$ cat src/rtl/fft_peak_detector_if.sv
// rtl/fft_peak_detector_if.sv - bin stream in, per-frame peak/energy result out
interface fft_peak_detector_if #(
  parameter int LOG2N = 6
);
  logic               i_data_valid;
  logic [31:0]        i_data;
  logic               o_data_ready;
  logic               o_data_valid;
  logic [LOG2N-1:0]   o_peak_bin;
  logic [31:0]        o_peak_mag;
  logic [31+LOG2N:0]  o_energy;
  logic               i_data_ready;

  modport slave (
    input  i_data_valid, i_data, i_data_ready,
    output o_data_ready, o_data_valid, o_peak_bin, o_peak_mag, o_energy
  );

  modport master (
    output i_data_valid, i_data, i_data_ready,
    input  o_data_ready, o_data_valid, o_peak_bin, o_peak_mag, o_energy
  );
endinterface

$ cat src/rtl/fft_peak_detector.sv
// rtl/fft_peak_detector.sv - per-frame |X|^2 peak search and energy sum over FFT bins
module fft_peak_detector #(
  parameter int LOG2N   = 6,
  parameter bit SKIP_DC = 1'b0
) (
  input logic               i_clk,
  input logic               i_rst,
  fft_peak_detector_if.slave bus
);
  localparam int EW = 32 + LOG2N;

  typedef enum logic [1:0] {ACCUM, DRAIN, RESULT} state_t;
  state_t state, state_nxt;

  logic               xfer;
  logic               load_result;
  logic [LOG2N-1:0]   bin_cnt;

  logic               s1_valid;
  logic               s1_last;
  logic [LOG2N-1:0]   s1_bin;
  logic [31:0]        s1_re_sq;
  logic [31:0]        s1_im_sq;
  logic               s2_last;
  logic               s3_done;

  logic [31:0]        peak_mag;
  logic [LOG2N-1:0]   peak_bin;
  logic [EW-1:0]      energy;

  logic signed [15:0] re;
  logic signed [15:0] im;
  logic signed [31:0] re_prod;
  logic signed [31:0] im_prod;
  logic [31:0]        mag;

  assign re      = bus.i_data[31:16];
  assign im      = bus.i_data[15:0];
  assign re_prod = 32'(re) * 32'(re);
  assign im_prod = 32'(im) * 32'(im);
  // Each square is at most 2^30, so the sum fits 32 bits unsigned.
  assign mag     = s1_re_sq + s1_im_sq;

  assign bus.o_data_ready = (state == ACCUM) && !i_rst;
  assign bus.o_data_valid = (state == RESULT) && !i_rst;
  assign xfer             = bus.i_data_valid && bus.o_data_ready;

  always_ff @(posedge i_clk) begin
    if (i_rst) state <= ACCUM;
    else       state <= state_nxt;
  end

  always_comb begin
    state_nxt   = state;
    load_result = 1'b0;
    case (state)
      ACCUM:   if (xfer && bin_cnt == '1) state_nxt = DRAIN;
      DRAIN: begin
        if (s3_done) begin
          load_result = 1'b1;
          state_nxt   = RESULT;
        end
      end
      RESULT:  if (bus.i_data_ready) state_nxt = ACCUM;
      default: state_nxt = ACCUM;
    endcase
  end

  // s2_last/s3_done walk the last bin's marker past the accumulator update,
  // giving the fixed three-edge result latency.
  always_ff @(posedge i_clk) begin
    if (i_rst) begin
      bin_cnt  <= '0;
      s1_valid <= 1'b0;
      s1_last  <= 1'b0;
      s1_bin   <= '0;
      s1_re_sq <= '0;
      s1_im_sq <= '0;
      s2_last  <= 1'b0;
      s3_done  <= 1'b0;
    end else begin
      s1_valid <= xfer;
      if (xfer) begin
        bin_cnt  <= bin_cnt + LOG2N'(1);
        s1_bin   <= bin_cnt;
        s1_last  <= (bin_cnt == '1);
        s1_re_sq <= re_prod;
        s1_im_sq <= im_prod;
      end
      s2_last <= s1_valid && s1_last;
      s3_done <= s2_last;
    end
  end

  // Bin 0 reloads the accumulators so no clear step is needed between frames.
  always_ff @(posedge i_clk) begin
    if (i_rst) begin
      peak_mag <= '0;
      peak_bin <= '0;
      energy   <= '0;
    end else if (s1_valid) begin
      if (s1_bin == '0) begin
        energy   <= EW'(mag);
        peak_mag <= SKIP_DC ? 32'd0 : mag;
        peak_bin <= '0;
      end else begin
        energy <= energy + EW'(mag);
        if (mag > peak_mag) begin
          peak_mag <= mag;
          peak_bin <= s1_bin;
        end
      end
    end
  end

  always_ff @(posedge i_clk) begin
    if (i_rst) begin
      bus.o_peak_bin <= '0;
      bus.o_peak_mag <= '0;
      bus.o_energy   <= '0;
    end else if (load_result) begin
      bus.o_peak_bin <= peak_bin;
      bus.o_peak_mag <= peak_mag;
      bus.o_energy   <= energy;
    end
  end
endmodule

$ cat src/flat_wrapper.sv
// flat-port wrapper written by rule: the top's interface ports become plain ports
module fft_peak_detector_flat 
#(
  parameter int LOG2N   = 6,
  parameter bit SKIP_DC = 1'b0
)
  (i_clk, i_rst, bus_i_data_valid, bus_i_data, bus_i_data_ready, bus_o_data_ready, bus_o_data_valid, bus_o_peak_bin, bus_o_peak_mag, bus_o_energy);
  fft_peak_detector_if #(.LOG2N(LOG2N)) bus_i ();
  input logic i_clk;
  input logic i_rst;
  input wire logic [$bits(bus_i.i_data_valid)-1:0] bus_i_data_valid;
  input wire logic [$bits(bus_i.i_data)-1:0] bus_i_data;
  input wire logic [$bits(bus_i.i_data_ready)-1:0] bus_i_data_ready;
  output wire logic [$bits(bus_i.o_data_ready)-1:0] bus_o_data_ready;
  output wire logic [$bits(bus_i.o_data_valid)-1:0] bus_o_data_valid;
  output wire logic [$bits(bus_i.o_peak_bin)-1:0] bus_o_peak_bin;
  output wire logic [$bits(bus_i.o_peak_mag)-1:0] bus_o_peak_mag;
  output wire logic [$bits(bus_i.o_energy)-1:0] bus_o_energy;
  assign bus_i.i_data_valid = bus_i_data_valid;
  assign bus_i.i_data = bus_i_data;
  assign bus_i.i_data_ready = bus_i_data_ready;
  assign bus_o_data_ready = bus_i.o_data_ready;
  assign bus_o_data_valid = bus_i.o_data_valid;
  assign bus_o_peak_bin = bus_i.o_peak_bin;
  assign bus_o_peak_mag = bus_i.o_peak_mag;
  assign bus_o_energy = bus_i.o_energy;
  fft_peak_detector #(.LOG2N(LOG2N), .SKIP_DC(SKIP_DC)) u_core (.i_clk(i_clk), .i_rst(i_rst), .bus(bus_i));
endmodule
$ cat config.mk
export PLATFORM = sky130hd
export DESIGN_NAME = fft_peak_detector_flat
export DESIGN_NICKNAME = d
export VERILOG_FILES = /design/src/rtl/fft_peak_detector_if.sv /design/src/rtl/fft_peak_detector.sv /design/src/flat_wrapper.sv
export SDC_FILE = /design/constraint.sdc
export NUM_CORES = 2
export LEC_CHECK = 0
export ABC_AREA = 1
export BUFFER_PORTS_ARGS = -buffer_cell sky130_fd_sc_hd__buf_2
export CORE_MARGIN = 2
export CORE_UTILIZATION = 39
export CTS_BUF_LIST = sky130_fd_sc_hd__clkbuf_16
export CTS_CLUSTER_SIZE = 8
export DETAILED_ROUTE_END_ITERATION = 10
export GPL_TIMING_DRIVEN = 0
export PLACE_DENSITY = 0.53
export SYNTH_ARGS = -nofsm -noshare
export SYNTH_HDL_FRONTEND = slang
export SYNTH_SLANG_ARGS = --single-unit
$ cat constraint.sdc
create_clock -name i_clk -period 18.23 [get_ports i_clk]
set_input_delay 3.646 -clock i_clk [delete_from_list [all_inputs] [get_ports i_clk]]
set_output_delay 3.646 -clock i_clk [all_outputs]
set_load 0.01 [all_outputs]
==> run metrics <==
status complete, no violations; grt ovf 0; vias in the first global route just under 30,000; register area share after synthesis 13.9%; Filler Cells Inserted about 9,200; Placed Instances approximately 5,900; initial DRC count 1,559; post-CTS setup buffer count 0; most instantiated library cell after synthesis inv_1; most area-hungry cell type in the Yosys netlist fa_1; pre-CTS WS roughly 8.0 ns; RSZ-0062 raised after global routing no; Worst path max stage delay about 0.91 ns; total wire length between 100 and 150 mm; Row Count approximately 110; deepest clock path buffer count 3; CTS Hold Buffers Added 0; first-pass GRT wire length between 150 and 200 mm; Final Skew 0.0247 ns; WP data required 18.66 ns; final hold violations 0; async set-or-reset flop fraction in the synthesized netlist 0%; Rel. slew slack 29.6%; Slew @ Worst Pin between 1 and 1.5 ns; layout cells sized above 1 4.39%; Slowest cell on crit path fa_1; Mean Syn Cell Area ~7.1 um2; Final period util 53.6%; post-synth top area share ~28%; Ys Warns 0; Overall Global Routing Usage approximately a quarter; # DRC 0; Post-Synthesis Cells approximately 4,700; starting density of the core between 30% and 40%; family with the most delay on the worst path adder cells; Worst-Skew Late Latency ~0.55 ns; worst-path cell chain clkbuf_1 -> buf_1 -> nand2_1 -> inv_1 -> fa_1 -> fa_1 -> fa_1 -> fa_1 -> fa_1 -> inv_1 -> fa_1 -> inv_1 -> ha_1 -> a21oi_1 -> o21ai_0 -> a21oi_1 -> nand2b_1 -> nand3_1 -> nand2_1 -> nand3_1 -> nand2_1 -> inv_1; largest net degree at the start of global routing 11; Synth top cells by count inv_1, nand2_1, fa_1; post-synthesis cell type count between 40 and 50; # diodes 0; Tmin final approximately 10 ns; RePlAce Congestion about 0.94; Post-synth EDFFs 0; Max Slew Vio Count 0; Mapped Area between 0.03 and 0.04 mm2; crit path DAT around 10 ns; PortBufs 99; vias per cell 4.82; Critical Path Start bus_i_data[1]; Post-synth top flop dfxtp_1; DIE WIDTH between 200 and 300 um; Core Region about 0.085 mm2; Clk pin slew, worst setup/hold paths around 0.05 ns; Startpoint Class input port; CP most frequent cell fa_1; Final Instance Count excl. Fillers 5,970; hpwl dp around 87 mm; via count between 20,000 and 30,000; Synth area leaders fa_1, dfxtp_1, inv_1; I/O pin cnt between 100 and 150; Root Driver clkbuf_16; Final TNS setup 0 ns; crit path capture type flop; HP Start u_core.s2_last; htree depth 2; setup violators final 0; Chip Height 296 um; post-CTS sizing 0; CTS Buf Count 35; Worst Path Buf+Inv 6; final worst slack between 8 and 9 ns; Nets between 5,000 and 6,000; CTS tree built; crit path kind in -> reg; Area Growth Syn to Fin 8.68%; # clock sinks around 230; wire per inst 17.0 um; post-synth net total roughly 5,500; number of synthesized register bits around 230; post-route ant nets 0; MaxCap Viol Count 0; Die ar. between 0.08 and 0.09 mm2; CP Max Fanout 10; Initial DRT Pass Iterations 6; FF-to-FF Start u_core.s1_im_sq[23]; initial antenna violation count 0; Hold Path Class reg -> reg; Max Clock Freq about 100 MHz
## registers in the layout, indices dropped and copies added (netlist names)
name and cells:
u_core.energy 38, u_core.bus.o_energy 38, u_core.state 2, u_core.peak_bin 6
u_core.peak_mag 32, u_core.bus.o_peak_mag 32, u_core.s2_last 1, u_core.s1_re_sq 31
u_core.s3_done 1, u_core.bus.o_peak_bin 6, u_core.bin_cnt 6, u_core.s1_last 1
u_core.s1_bin 6, u_core.s1_im_sq 31, u_core.s1_valid 1
## tightest hold or removal path, cell delays in order (launching register included)
cell,delay (ns)
dfxtp_1,0.29
inv_1,0.05
nor2_1,0.03
## cell usage in the layout (no fill, tap or decap), types with 36 or more instances in the layout
cell / count
inv_1: 1186
nand2_1: 1078
fa_1: 469
nor2_1: 321
ha_1: 274
a21oi_1: 271
dfxtp_1: 232
nand3_1: 227
o21ai_0: 189
clkbuf_1: 119
buf_2: 113
xor2_1: 50
nand4_1: 40
nor3_1: 39
clkbuf_16: 36
## layer usage
layer | vias up | part of all wire [%] | GRT usage (%)
met4 | 0 | 3.2 | 6.94
met5 | - | 0 | 0
met1 | 13762 | 44 | 30.4
met2 | 545 | 49 | 42.6
met3 | 132 | 3.7 | 1.94
li1 | 14317 | - | -
## cells by family after synthesis
family          share of synthesized area (%)
xor+xnor                                 2.04
compound gates                           8.53
fa+ha+maj                                38.5
buf+inv                                  15.3
simple gates                             21.8
flops                                    13.9
## stage by stage
stage | util (%) | hold WS, ns | instance area [um2]
final | 42.7 | 0.416 | 36200
after global routing | 42.7 | 0.436 | 36200
after CTS | 42.7 | 0.420 | 36200
after detailed placement | 41.5 | 0.398 | 35200
after global placement | 41.5 | 0.401 | 35200
after floorplan | - | 0.388 | 33300
## worst paths after layout
path                              end  slack, ns  depth (start not counted)
setup / recovery  u_core.s1_im_sq[31]       8.47                         22
hold / removal         u_core.s3_done       0.42                          2
setup reg to reg   u_core.peak_bin[3]      13.81                         21
hold reg to reg        u_core.s3_done       0.42                          2
## cell type report
| class | count | area (um2) | area share (%) |
|---|---|---|---|
| clock buffers | 36 | 901 | 2.49 |
| inverters | 1190 | 4470 | 12.3 |
| plain buffers | 146 | 618 | 1.71 |
| well taps | 1144 | 1430 | 3.95 |
| multi-input cells | 3118 | 23600 | 65.1 |
| flip-flops and latches | 232 | 4640 | 12.8 |
| clock inverters | 5 | 63.8 | 0.176 |
| repair buffers | 99 | 495 | 1.37 |
Power is not shown: default switching activity piles up to over one toggle a cycle in this logic, so the estimate is an artifact.
